File: src/rtl/ksa_pkg.sv
// Shared definitions for the Kogge-Stone adder sharing logic.
//   KSA_W       : operand width of the shared adder core
//   ksa_sum_t   : adder result, carry-out in the top bit
//   arb_state_e : arbitration state of the sharing front end
package ksa_pkg;

    localparam int KSA_W = 32;

    typedef logic [KSA_W:0] ksa_sum_t;

    typedef enum logic {
        ARB  = 1'b0,
        LOCK = 1'b1
    } arb_state_e;

endpackage

File: src/rtl/UBPriKSA_31_0.sv
// 32-bit Kogge-Stone prefix adder core with carry-in.
//   X, Y : 32-bit unsigned operands
//   Cin  : carry into bit 0
//   S    : 33-bit result, S[32] is the carry-out
module UBPriKSA_31_0 (
    input  logic [31:0] X,
    input  logic [31:0] Y,
    input  logic        Cin,
    output logic [32:0] S
);

    // Position 0 of the prefix vectors carries Cin as a pure generate, so
    // after the prefix network g[k] is the carry into bit k.
    logic [32:0] g;
    logic [32:0] p;
    logic [32:0] gn;
    logic [32:0] pn;

    always_comb begin
        g  = {X & Y, Cin};
        p  = {X ^ Y, 1'b0};
        gn = g;
        pn = p;
        for (int s = 0; s < 6; s++) begin
            for (int k = 0; k < 33; k++) begin
                if (k >= (1 << s)) begin
                    gn[k] = g[k] | (p[k] & g[k - (1 << s)]);
                    pn[k] = p[k] & p[k - (1 << s)];
                end else begin
                    gn[k] = g[k];
                    pn[k] = p[k];
                end
            end
            g = gn;
            p = pn;
        end
        S = {g[32], (X ^ Y) ^ g[31:0]};
    end

endmodule

File: src/rtl/rr_pick.sv
// Combinational round-robin picker.
//   req : request vector
//   ptr : index with highest priority; priority then rotates upward
//   gnt : one-hot grant (zero when no request)
//   idx : encoded index of the granted request
//   any : at least one request present
module rr_pick #(
    parameter int N  = 4,
    parameter int IW = (N > 1) ? $clog2(N) : 1
) (
    input  logic [N-1:0]  req,
    input  logic [IW-1:0] ptr,
    output logic [N-1:0]  gnt,
    output logic [IW-1:0] idx,
    output logic          any
);

    logic [IW-1:0] cand;

    always_comb begin
        gnt  = '0;
        idx  = '0;
        any  = 1'b0;
        cand = '0;
        for (int i = 0; i < N; i++) begin
            cand = IW'((int'(ptr) + i) % N);
            if (!any && req[cand]) begin
                any       = 1'b1;
                gnt[cand] = 1'b1;
                idx       = cand;
            end
        end
    end

endmodule

File: src/rtl/ksa_share_arbiter.sv
// Shares one 32-bit Kogge-Stone adder among NREQ requesters.
//   clk, rst_n                : clock, async active-low reset
//   req_valid/req_ready       : per-requester beat handshake
//   req_x/req_y               : packed operands, requester i at [32i+31:32i]
//   req_last                  : final beat of a (possibly multi-beat) chain
//   rsp_valid/rsp_ready       : registered response handshake
//   rsp_sum/rsp_id/rsp_last   : 33-bit sum, issuing requester, last flag
//
// state | meaning
// ARB   | round-robin over all valid requesters from rr_ptr
// LOCK  | chain in progress; only lock_id may issue, carry_q feeds Cin
module ksa_share_arbiter
    import ksa_pkg::*;
#(
    parameter int NREQ = 4,
    parameter int IDW  = $clog2(NREQ)
) (
    input  logic                  clk,
    input  logic                  rst_n,
    input  logic [NREQ-1:0]       req_valid,
    output logic [NREQ-1:0]       req_ready,
    input  logic [NREQ*KSA_W-1:0] req_x,
    input  logic [NREQ*KSA_W-1:0] req_y,
    input  logic [NREQ-1:0]       req_last,
    output logic                  rsp_valid,
    input  logic                  rsp_ready,
    output ksa_sum_t              rsp_sum,
    output logic [IDW-1:0]        rsp_id,
    output logic                  rsp_last
);

    arb_state_e     state_q, state_d;
    logic [IDW-1:0] lock_id_q, lock_id_d;
    logic [IDW-1:0] rr_ptr_q, rr_ptr_d;
    logic           carry_q, carry_d;
    logic           rsp_valid_q, rsp_valid_d;
    ksa_sum_t       rsp_sum_q, rsp_sum_d;
    logic [IDW-1:0] rsp_id_q, rsp_id_d;
    logic           rsp_last_q, rsp_last_d;

    logic [NREQ-1:0]  eligible;
    logic [IDW-1:0]   pick_ptr;
    logic [NREQ-1:0]  gnt;
    logic [IDW-1:0]   win;
    logic             any;
    logic             can_issue;
    logic             accept;
    logic [KSA_W-1:0] x_w;
    logic [KSA_W-1:0] y_w;
    logic             last_w;
    logic             cin;
    ksa_sum_t         sum;

    // While locked, masking to lock_id and pointing at it makes the picker
    // grant the chain owner or nobody.
    always_comb begin
        eligible = req_valid;
        pick_ptr = rr_ptr_q;
        if (state_q == LOCK) begin
            eligible = req_valid & (NREQ'(1) << lock_id_q);
            pick_ptr = lock_id_q;
        end
    end

    rr_pick #(.N(NREQ), .IW(IDW)) u_rr_pick (
        .req (eligible),
        .ptr (pick_ptr),
        .gnt (gnt),
        .idx (win),
        .any (any)
    );

    assign can_issue = !rsp_valid_q || rsp_ready;
    assign req_ready = gnt & {NREQ{can_issue}};
    assign accept    = any && can_issue;
    assign cin       = (state_q == LOCK) && carry_q;

    always_comb begin
        x_w    = '0;
        y_w    = '0;
        last_w = 1'b0;
        for (int i = 0; i < NREQ; i++) begin
            if (gnt[i]) begin
                x_w    = req_x[i*KSA_W +: KSA_W];
                y_w    = req_y[i*KSA_W +: KSA_W];
                last_w = req_last[i];
            end
        end
    end

    UBPriKSA_31_0 u_ksa (
        .X   (x_w),
        .Y   (y_w),
        .Cin (cin),
        .S   (sum)
    );

    always_comb begin
        state_d     = state_q;
        lock_id_d   = lock_id_q;
        rr_ptr_d    = rr_ptr_q;
        carry_d     = carry_q;
        rsp_valid_d = rsp_valid_q;
        rsp_sum_d   = rsp_sum_q;
        rsp_id_d    = rsp_id_q;
        rsp_last_d  = rsp_last_q;
        if (accept) begin
            rsp_valid_d = 1'b1;
            rsp_sum_d   = sum;
            rsp_id_d    = win;
            rsp_last_d  = last_w;
            carry_d     = sum[KSA_W];
            if (last_w) begin
                state_d  = ARB;
                rr_ptr_d = (win == IDW'(NREQ - 1)) ? '0 : win + IDW'(1);
            end else begin
                state_d   = LOCK;
                lock_id_d = win;
            end
        end else if (rsp_ready) begin
            rsp_valid_d = 1'b0;
        end
    end

    always_ff @(posedge clk or negedge rst_n) begin
        if (!rst_n) begin
            state_q     <= ARB;
            lock_id_q   <= '0;
            rr_ptr_q    <= '0;
            carry_q     <= 1'b0;
            rsp_valid_q <= 1'b0;
            rsp_sum_q   <= '0;
            rsp_id_q    <= '0;
            rsp_last_q  <= 1'b0;
        end else begin
            state_q     <= state_d;
            lock_id_q   <= lock_id_d;
            rr_ptr_q    <= rr_ptr_d;
            carry_q     <= carry_d;
            rsp_valid_q <= rsp_valid_d;
            rsp_sum_q   <= rsp_sum_d;
            rsp_id_q    <= rsp_id_d;
            rsp_last_q  <= rsp_last_d;
        end
    end

    assign rsp_valid = rsp_valid_q;
    assign rsp_sum   = rsp_sum_q;
    assign rsp_id    = rsp_id_q;
    assign rsp_last  = rsp_last_q;

endmodule
File: config.mk
export PLATFORM = sky130hd
export DESIGN_NAME = ksa_share_arbiter
export DESIGN_NICKNAME = d
export VERILOG_FILES = /design/src/rtl/ksa_pkg.sv /design/src/rtl/UBPriKSA_31_0.sv /design/src/rtl/rr_pick.sv /design/src/rtl/ksa_share_arbiter.sv
export SDC_FILE = /design/constraint.sdc
export NUM_CORES = 1
export LEC_CHECK = 0
export CORE_ASPECT_RATIO = 1.5
export CORE_MARGIN = 2
export CORE_UTILIZATION = 30
export DETAILED_ROUTE_END_ITERATION = 10
export HOLD_SLACK_MARGIN = 0.15
export SLEW_MARGIN = 5
export SYNTH_ARGS = -nofsm -noshare
export SYNTH_HDL_FRONTEND = slang
export SYNTH_SLANG_ARGS = --single-unit
File: constraint.sdc
create_clock -name clk -period 7.4 [get_ports clk]
set_input_delay 0.74 -clock clk [delete_from_list [all_inputs] [get_ports clk]]
set_output_delay 0.74 -clock clk [all_outputs]
set_load 0.01 [all_outputs]
==> results.ini, run 1 <==
[outcome]
outcome=finished clean

[worst_setup_path]
cp.arrival_ps=6610
rr_endpoint=rsp_sum[26]
cp-start-kind=register
r2r-start=state_q
cp-end-kind=register
path_class=register to register
worstSetupEndpoint=rsp_sum[26]
critPathMaxFanout=44
startpoint=state_q
reg2reg_slack_ps=960
required_ps=7570
r2r_cells=18

[floorplan]
initial_utilization_pct=30.67
die_area_um2=20180
coreArea_um2=18620
num_rows=61
die_w_um=116.7
pin_count=308
die_h_um=173.0

[global_routing]
grt_overflow=0
track_usage_pct=24.38
grt_pass1_vias=7042
grt_max_degree=65
grt_antenna_before_repair=1
grt_pass1_wl_mm=38.48

[timing]
setup_tns_ps=0
finalCritPeriodShare_pct=87.05
finalCriticalPeriod_ps=6442
setup-violations-final=0
slew_viol_final=0
rsz0062_at_grt=false
worstMarginPinSlew_ps=1043
relSlewSlack_pct=30.45
fmax_ghz=0.1552
hold_viol=0
clock_skew_ps=2.266

[clocking]
root_buffer=clkbuf_16
cts_buffers=5
ctsHoldBuffers=0
ctsHtreeMaxLevel=2
cts.repair.resized=0
cts_sinks=42
clockBufferDepth=2
path_clk_slew_ps=60
postCtsSetupBuffers=0
clkLatencyLatePin_ps=280
cts_tree=yes

[cells_and_area]
mostFrequentLayoutCells=clkdlybuf4s50_1 (306), nand2_1 (128), o21ai_0 (97)
synthToLayoutAreaGrowth_pct=59.43
num-nets-final=1343
drive_above_1_share_pct=5.111
final_common_cell=clkdlybuf4s50_1
nFillCells=1902

[route]
num_vias=7123
drc=0
route.antenna.remaining_nets=0
via_per_inst=5.522
drtIter0Drc=306
firstDrtPassIters=5
routed_wl_mm=25.84
wl_per_cell_um=20.03

[place]
dp_hpwl_mm=20.28
io_buffers=307
gp_congestion=0.8824

[min_path]
hold_start=rsp_sum[7]
hp-class=register to register

[flow_run]
cap_violations=0

[synthesis]
synth_area_um2=5712
synth-async-reset-ratio_pct=100.0
synth_cell_type_count=72
synth_area_per_cell_um2=7.408
yosys_warnings=0
syn-num-nets=1077
synthFlopType=dfrtp_1
synth_edf_count=0
synth_seq_area_share_pct=18.40
synth_cells=771
ys_ff_latch=42

[synthesized netlist by cell type (4+ instances only)]
| library cell | count | area, um^2 |
|---|---|---|
| a31oi_1 | 5 | 31.28 |
| nand3_1 | 19 | 95.09 |
| nor3_1 | 6 | 30.03 |
| o311ai_0 | 4 | 35.03 |
| and3_1 | 4 | 25.02 |
| a221oi_1 | 57 | 499.2 |
| a21oi_1 | 35 | 175.2 |
| and2_1 | 6 | 37.54 |
| o21a_1 | 5 | 37.54 |
| dfrtp_1 | 42 | 1051 |
| a21o_1 | 15 | 112.6 |
| a211oi_1 | 7 | 52.55 |
| mux2i_1 | 8 | 80.08 |
| buf_4 | 5 | 37.54 |
| clkbuf_1 | 33 | 123.9 |
| inv_1 | 18 | 67.56 |
| o211ai_1 | 6 | 45.04 |
| nor3b_1 | 7 | 52.55 |
| o31ai_1 | 4 | 30.03 |
| buf_2 | 19 | 95.09 |
| xnor2_1 | 13 | 113.9 |
| nand2_1 | 129 | 484.2 |
| o21ai_0 | 97 | 485.5 |
| o21ai_1 | 60 | 300.3 |
| nand2b_1 | 4 | 25.02 |
| xor2_1 | 6 | 52.55 |
| nor2_1 | 25 | 93.84 |
| a211o_1 | 5 | 43.79 |
| nand4_1 | 4 | 25.02 |
| or3_1 | 6 | 37.54 |
| o22ai_1 | 4 | 25.02 |
| a221oi_2 | 12 | 180.2 |
| ha_1 | 38 | 475.5 |
[kinds of logic after synthesis]
logic type | synth area share [%]
multiplexers | 3.571
buffers and inverters | 6.068
adder cells (fa/ha/maj) | 8.675
flip-flops | 18.40
XOR/XNOR | 2.913
AO/OA/AOI/OAI | 42.56
AND/OR/NAND/NOR | 17.81
[cell type report]
| cell class | instances | area [um^2] | share of cell area, % |
|---|---|---|---|
| diodes | 1 | 2.502 | 0.02748 |
| clock buffers | 5 | 125.1 | 1.374 |
| clock inverters | 2 | 10.01 | 0.1099 |
| inverters | 18 | 67.56 | 0.7420 |
| multi-input cells | 650 | 4344 | 47.71 |
| flip-flops and latches | 42 | 1051 | 11.54 |
| well taps | 252 | 315.3 | 3.462 |
| repair buffers | 320 | 3191 | 35.04 |
[worst min path at each step]
stage	end	slack, ps	cells after the start
after global routing	rsp_sum[20]	510	2
after global placement	rsp_sum[7]	450	2
after floorplan	carry_q	440	0
final	rsp_sum[7]	470	2
after detailed placement	rsp_sum[0]	470	2
after CTS	rsp_sum[7]	480	2
[flip-flops by register name (all words and copies together), names as in the netlist]
signal and count:
rsp_sum 32, state_q 1, rsp_last 1, rsp_valid 1
carry_q 1, lock_id_q 2, rr_ptr_q 2, rsp_id 2
[metal layers]
layer / up-vias / GRT usage [%] / wire, um
met2: 257 / 46.15 / 13470
met5: - / 0 / 0
met4: 0 / 6.225 / 625
met3: 38 / 4.451 / 1708
li1: 3493 / - / -
met1: 3335 / 27.29 / 10040
[worst max-delay path, cell delays in order, from the launching register on]
cell      delay [ps]
dfrtp_1          730
mux2_2           450
inv_1            130
ha_1             290
a211oi_1         530
and2_1           340
a221o_2          880
buf_4            340
a221oi_2          50
o21ai_1          210
ha_1             380
nand3_1          160
a21oi_1           60
a221oi_1         260
o21ai_0          220
or3_1            450
and2_1           230
a31o_2           270
a221o_1          280
[through the flow]
step	utilization [%]	hold slack [ps]	setup slack (ps)	instance area, um^2	cells
2_1_floorplan	-	444.4	1782	5712	771
3_3_place_gp	48.16	452.4	813.8	8969	1282
3_5_place_dp	48.16	466.3	818.4	8969	1282
4_1_cts	48.88	481.4	951.2	9104	1289
5_1_grt	48.90	506.4	497.1	9106	1290
6_report	48.90	469.8	958.1	9106	1290
Power of run 1 is left out: the tool's default activity adds up to more than one toggle a clock period on the data nets, which glitch-free logic cannot reach.
==> run 2, diff against run 1 <==
--- a/config.mk
+++ b/config.mk
@@ -6,11 +6,13 @@
 export NUM_CORES = 1
 export LEC_CHECK = 0
 export CORE_ASPECT_RATIO = 1.5
-export CORE_MARGIN = 2
+export CORE_MARGIN = 8
 export CORE_UTILIZATION = 30
+export CTS_CLUSTER_SIZE = 24
 export DETAILED_ROUTE_END_ITERATION = 10
 export HOLD_SLACK_MARGIN = 0.15
 export SLEW_MARGIN = 5
 export SYNTH_ARGS = -nofsm -noshare
 export SYNTH_HDL_FRONTEND = slang
+export SYNTH_HIERARCHICAL = 1
 export SYNTH_SLANG_ARGS = --single-unit
==> run 2 against run 1 <==
  * Setup slack improved by 55 ps
  * Register-to-register slack better by 60 ps
  * Area after synthesis increased by 3.2%
  * Critical endpoint is now carry_q
==> results.ini, run 2 <==
[worst_setup_path]
cp.arrival_ps=6550  ; -60 ps
critPathMaxFanout=35  ; -20%
reg2reg_slack_ps=1010  ; +60 ps
cp-end-kind=register
required_ps=7570  ; about the same
cp-start-kind=register
path_class=register to register

[floorplan]
initial_utilization_pct=30.14  ; -0.53 points
pin_count=308  ; unchanged
die_area_um2=24470  ; +21%
num_rows=63  ; +3.3%
die_w_um=130.4  ; +12%
coreArea_um2=19550  ; +5.0%
die_h_um=187.6  ; +8.5%

[global_routing]
grt_overflow=0  ; unchanged
grt_pass1_wl_mm=38.46  ; about the same
grt_pass1_vias=7050  ; +0.11%
grt_antenna_before_repair=1  ; unchanged
grt_max_degree=73  ; +12%
track_usage_pct=19.93  ; -4.4 points

[cells_and_area]
drive_above_1_share_pct=3.593  ; -1.5 points
largest_reg_flops=32  ; unchanged
final_common_cell=clkdlybuf4s50_1
final_cells=1262  ; -2.2%
synthToLayoutAreaGrowth_pct=57.70
num-nets-final=1307  ; -2.7%
mostFrequentLayoutCells=clkdlybuf4s50_1 (306), nand2_1 (92), o31ai_1 (66)
post-route-cell-area_um2=9291  ; +2.0%
nFillCells=1987  ; +4.5%
num_antenna_cells=0  ; -1

[place]
dp_slack_ps=940.2  ; +121.9 ps
dp_hpwl_mm=20.40  ; +0.61%
dp_cells=1254  ; -2.2%
gp_congestion=0.8551  ; -3.1%
io_buffers=307  ; unchanged
placed_area_um2=9144  ; +2.0%

[synthesis]
synth_area_um2=5892  ; +3.2%
synthFlopType=dfrtp_1
synth_seq_area_share_pct=17.84  ; -0.56 points
synth-async-reset-ratio_pct=100.0  ; unchanged
synth_top_area_cell=dfrtp_1
synth.area.top_cells=dfrtp_1 (18%), a221oi_1 (9.5%), o31ai_1 (8.4%), ha_1 (8.1%), mux2_1 (7.6%)
yosysTopAreaCellShare_pct=17.84  ; -0.56 points
synth_cell_type_count=62  ; -14%
syn-num-nets=1044  ; -3.1%
yosys_warnings=6  ; +6
ys_ff_latch=42  ; unchanged
synth_cells=738  ; -4.3%
synth_top_cells_by_count=nand2_1 (93), o31ai_1 (66), nor2b_1 (65)
synth_edf_count=0  ; unchanged
synth_area_per_cell_um2=7.984  ; +7.8%
synth_most_common_cell=nand2_1

[route]
firstDrtPassIters=5  ; unchanged
wl_per_cell_um=19.88  ; -0.72%
route.antenna.remaining_nets=0  ; unchanged
drc=0  ; unchanged
drtIter0Drc=297  ; -2.9%
routed_wl_mm=25.09  ; -2.9%
via_per_inst=5.347  ; -3.2%
num_vias=6748  ; -5.3%

[timing]
rsz0062_at_grt=false
hold_viol=0  ; unchanged
setup-violations-final=0  ; unchanged
finalWorstSetupSlack_ps=1013  ; +55.28 ps
worstMarginPinSlew_ps=1072  ; +28.47 ps
slew_viol_final=0  ; unchanged
relSlewSlack_pct=28.30  ; -2.2 points
finalCriticalPeriod_ps=6387  ; -55.28 ps
finalCritPeriodShare_pct=86.31  ; -0.75 points
setup_tns_ps=0  ; unchanged
fmax_ghz=0.1566  ; +0.87%
clock_skew_ps=4.942  ; +2.675 ps

[clocking]
clockBufferDepth=2  ; unchanged
cts_buffers=5  ; unchanged
clkLatencyLatePin_ps=290  ; about the same
postCtsSetupBuffers=0  ; unchanged
cts.repair.resized=0  ; unchanged
root_buffer=clkbuf_16
ctsHtreeMaxLevel=2  ; unchanged
path_clk_slew_ps=70  ; about the same
cts_sinks=42  ; unchanged
cts_tree=yes
ctsHoldBuffers=0  ; unchanged

[min_path]
hp-class=register to register

[flow_run]
cap_violations=0  ; unchanged

[outcome]
outcome=finished clean

## run 2: cell count changes in the layout (fill, tap and decap cells not counted), sizes merged, moves of 5 or more
cell    delta
o21ai    -126
nor2b     +63
o31ai     +61
mux2      +37
nand2     -37
nand3     -13
a22oi      +7
nand2b     +7
inv        -6
nor3b      -6
a211o      -5
mux2i      -5
nand4      +5
## run 2: layout make-up
class | count | area, um^2 | share of cell area (%)
Sequential cell | 42 | 1051 | 11.31
Tap cell | 260 | 325.3 | 3.501
Multi-Input combinational cell | 623 | 4554 | 49.02
Clock buffer | 7 | 142.6 | 1.535
Clock inverter | 1 | 5.005 | 0.05386
Timing Repair Buffer | 317 | 3168 | 34.10
Inverter | 12 | 45.04 | 0.4848
## run 2: critical path: stages, from the launching register on
cell	delay, ps
dfrtp_1	470
mux2_1	580
inv_1	130
ha_1	390
mux4_2	450
nor4b_4	420
a22oi_1	110
o21ai_0	190
nor2b_4	220
buf_4	360
a221oi_1	160
o31ai_1	350
ha_1	400
a21oi_1	340
o21ai_0	170
a221o_1	390
a31o_2	280
a211oi_2	270
o21a_1	190
o21ai_1	80
mux2_1	280
## run 2: logic make-up (layout without fill, tap and decap cells)
group	Yosys count	after routing	synth area share, %
buffers and inverters	73	337	5.606
AO/OA/AOI/OAI	269	269	33.36
flip-flops	42	42	17.84
multiplexers	48	48	10.00
adder cells (fa/ha/maj)	39	39	8.410
XOR/XNOR	26	26	3.865
AND/OR/NAND/NOR	241	241	20.92
## run 2: per-layer routing
layer,GRT usage (%),vias to the layer above,part of all wire [%]
met3,3.355,20,5.4
met1,21.06,3174,37
met2,39.17,198,56
li1,-,3354,-
met4,4.257,2,1.6
met5,0,-,0.040
## run 2: worst paths after layout
check	from	end	cells after the start
max	state_q	carry_q	20
min	rsp_sum[17]	rsp_sum[17]	1
max reg2reg	state_q	carry_q	20
min reg2reg	rsp_sum[17]	rsp_sum[17]	1
max in group asynchronous	rst_n	rsp_sum[18]	2
min in group asynchronous	rst_n	rsp_sum[23]	2
## run 2: stage by stage
stage | hold WS (ps) | util [%]
after global routing | 513.4 | 47.53
final | 487.7 | 47.53
after detailed placement | 479.8 | 46.77
after floorplan | 444.4 | -
after global placement | 472.9 | 46.77
after CTS | 494.9 | 47.53
Power of run 2 is left out for the same reason.
==> patch (settings of run 1) <==
Reset style: synchronous (`rst_n`), changed in one clocked block. Comments in the files are not updated.
--- a/src/rtl/ksa_share_arbiter.sv
+++ b/src/rtl/ksa_share_arbiter.sv
@@ -122,7 +122,7 @@
         end
     end
 
-    always_ff @(posedge clk or negedge rst_n) begin
+    always_ff @(posedge clk) begin
         if (!rst_n) begin
             state_q     <= ARB;
             lock_id_q   <= '0;
Check against the original RTL: differs if rst_n is asserted again (counterexample within 4 cycles, from zero or initial values and one cycle with rst_n low); with rst_n held inactive, the same outputs for 4 cycles.
==> patch against run 1 <==
Synthesized area grew 13%; synthesized cell count grew 3.1%; first-iteration DRC count grew 52%; worst setup slack lost 0.33 ns; sequential cell count is the same; cell area grew 7.1%; wire length shrank 0.86%.
==> patch: results <==
{
  "globalRouteTotalUtil_pct": 21.7,
  "n_fill_cell": 2101,
  "synth_flop_cell": "dfxtp_1",
  "critPathMaxFanout": 27,
  "r2r_start": "state_q",
  "first_global_vias": 7102,
  "synth_compound_area_share_pct": 44.3,
  "worst-r2r-setup-slack_ns": 0.63,
  "synth_area_leaders": "a221oi_2 (14%), dfxtp_1 (13%), o31ai_2 (12%)",
  "routed_wl_mm": 25.6,
  "vias": 7212,
  "final_nets": 1371,
  "worstPathArrival_ns": 6.95,
  "post-dp-hpwl_mm": 20.4,
  "synthXorXnorAreaFrac_pct": 2.72,
  "place_area_um2": 9610,
  "synth_fa_ha_area_share_pct": 7.70,
  "worst_pin_slew_ns": 0.966,
  "r2r_cells": 21,
  "synth.area.mux_share_pct": 3.09,
  "antenna_found_initial": 2,
  "regToRegEndpoint": "rsp_sum[27]",
  "drive_above_1_share_pct": 15.9,
  "drt_iter0_drc": 465,
  "grt_pass1_wl_mm": 38.5,
  "grt_max_degree": 59,
  "hold_end": "rsp_sum[5]",
  "status": "finished clean"
}
-- patch: timing repair --
action | CTS | global route
endpoints found under the setup margin | 0 | 2
setup buffers | 0 | 0
resized for setup | 0 | 1
-- patch: power by group through the flow --
stage	clock (W)	combinational (W)	sequential (W)
after CTS	0.000222	0.00569	0.000378
final	0.000218	0.00570	0.000378
after global routing	0.000231	0.00629	0.000387
after detailed placement	0	0.00566	0.000382
after global placement	0	0.00562	0.000380
after floorplan	0	0.00437	0.000391
-- patch: routing by layer --
metal | track usage, % | routed length [µm] | vias up
met5 | 0 | 0 | -
met3 | 1.96 | 859 | 25
met2 | 40.7 | 13900 | 183
met4 | 5.50 | 471 | 0
li1 | - | - | 3576
met1 | 25.7 | 10400 | 3428
-- patch: worst max path at each step --
| stage | startpoint | endpoint | cells past startpoint |
|---|---|---|---|
| 4_1_cts | state_q | rsp_sum[27] | 21 |
| 3_3_place_gp | req_valid[3] | rsp_sum[27] | 18 |
| 6_report | state_q | rsp_sum[27] | 21 |
| 2_1_floorplan | state_q | rsp_sum[27] | 22 |
| 3_5_place_dp | req_valid[2] | rsp_sum[27] | 18 |
| 5_1_grt | state_q | rsp_sum[27] | 20 |
-- patch: final cells by class --
| cell class | instances | share of cell area (%) |
|---|---|---|
| antenna | 2 | 0.0513 |
| clock buffer | 5 | 1.28 |
| clock inverter | 2 | 0.103 |
| inverter | 16 | 0.616 |
| multi-input combinational | 675 | 52.9 |
| sequential | 42 | 8.62 |
| tap | 268 | 3.44 |
| timing repair buffer | 325 | 33.0 |
-- patch: worst max-delay path, stage by stage, from the launching register on --
cell	delay, ns
dfxtp_1	0.32
buf_4	0.20
nand2_1	0.10
a21boi_0	0.45
ha_1	0.39
or4b_2	0.65
o32ai_1	0.21
o21a_1	0.29
a311o_1	0.24
a21o_4	0.37
nor2_8	0.21
a221oi_2	0.31
o31ai_2	0.12
fa_1	0.46
a211oi_1	0.31
o21ai_0	0.24
o21ai_1	0.30
a21oi_1	0.23
a2111oi_2	0.47
o21ai_0	0.27
and3_1	0.22
a311o_1	0.31
-- patch: through the flow --
step | setup slack, ns | hold slack, ns | cells | total power [W] | utilization [%]
after floorplan | 1.42 | 0.469 | 795 | 0.00476 | -
after global placement | 0.572 | 0.438 | 1326 | 0.00600 | 45.6
after detailed placement | 0.451 | 0.444 | 1326 | 0.00604 | 45.6
after CTS | 0.485 | 0.450 | 1333 | 0.00629 | 46.2
after global routing | 0.145 | 0.469 | 1335 | 0.00690 | 46.3
final | 0.627 | 0.450 | 1335 | 0.00629 | 46.3
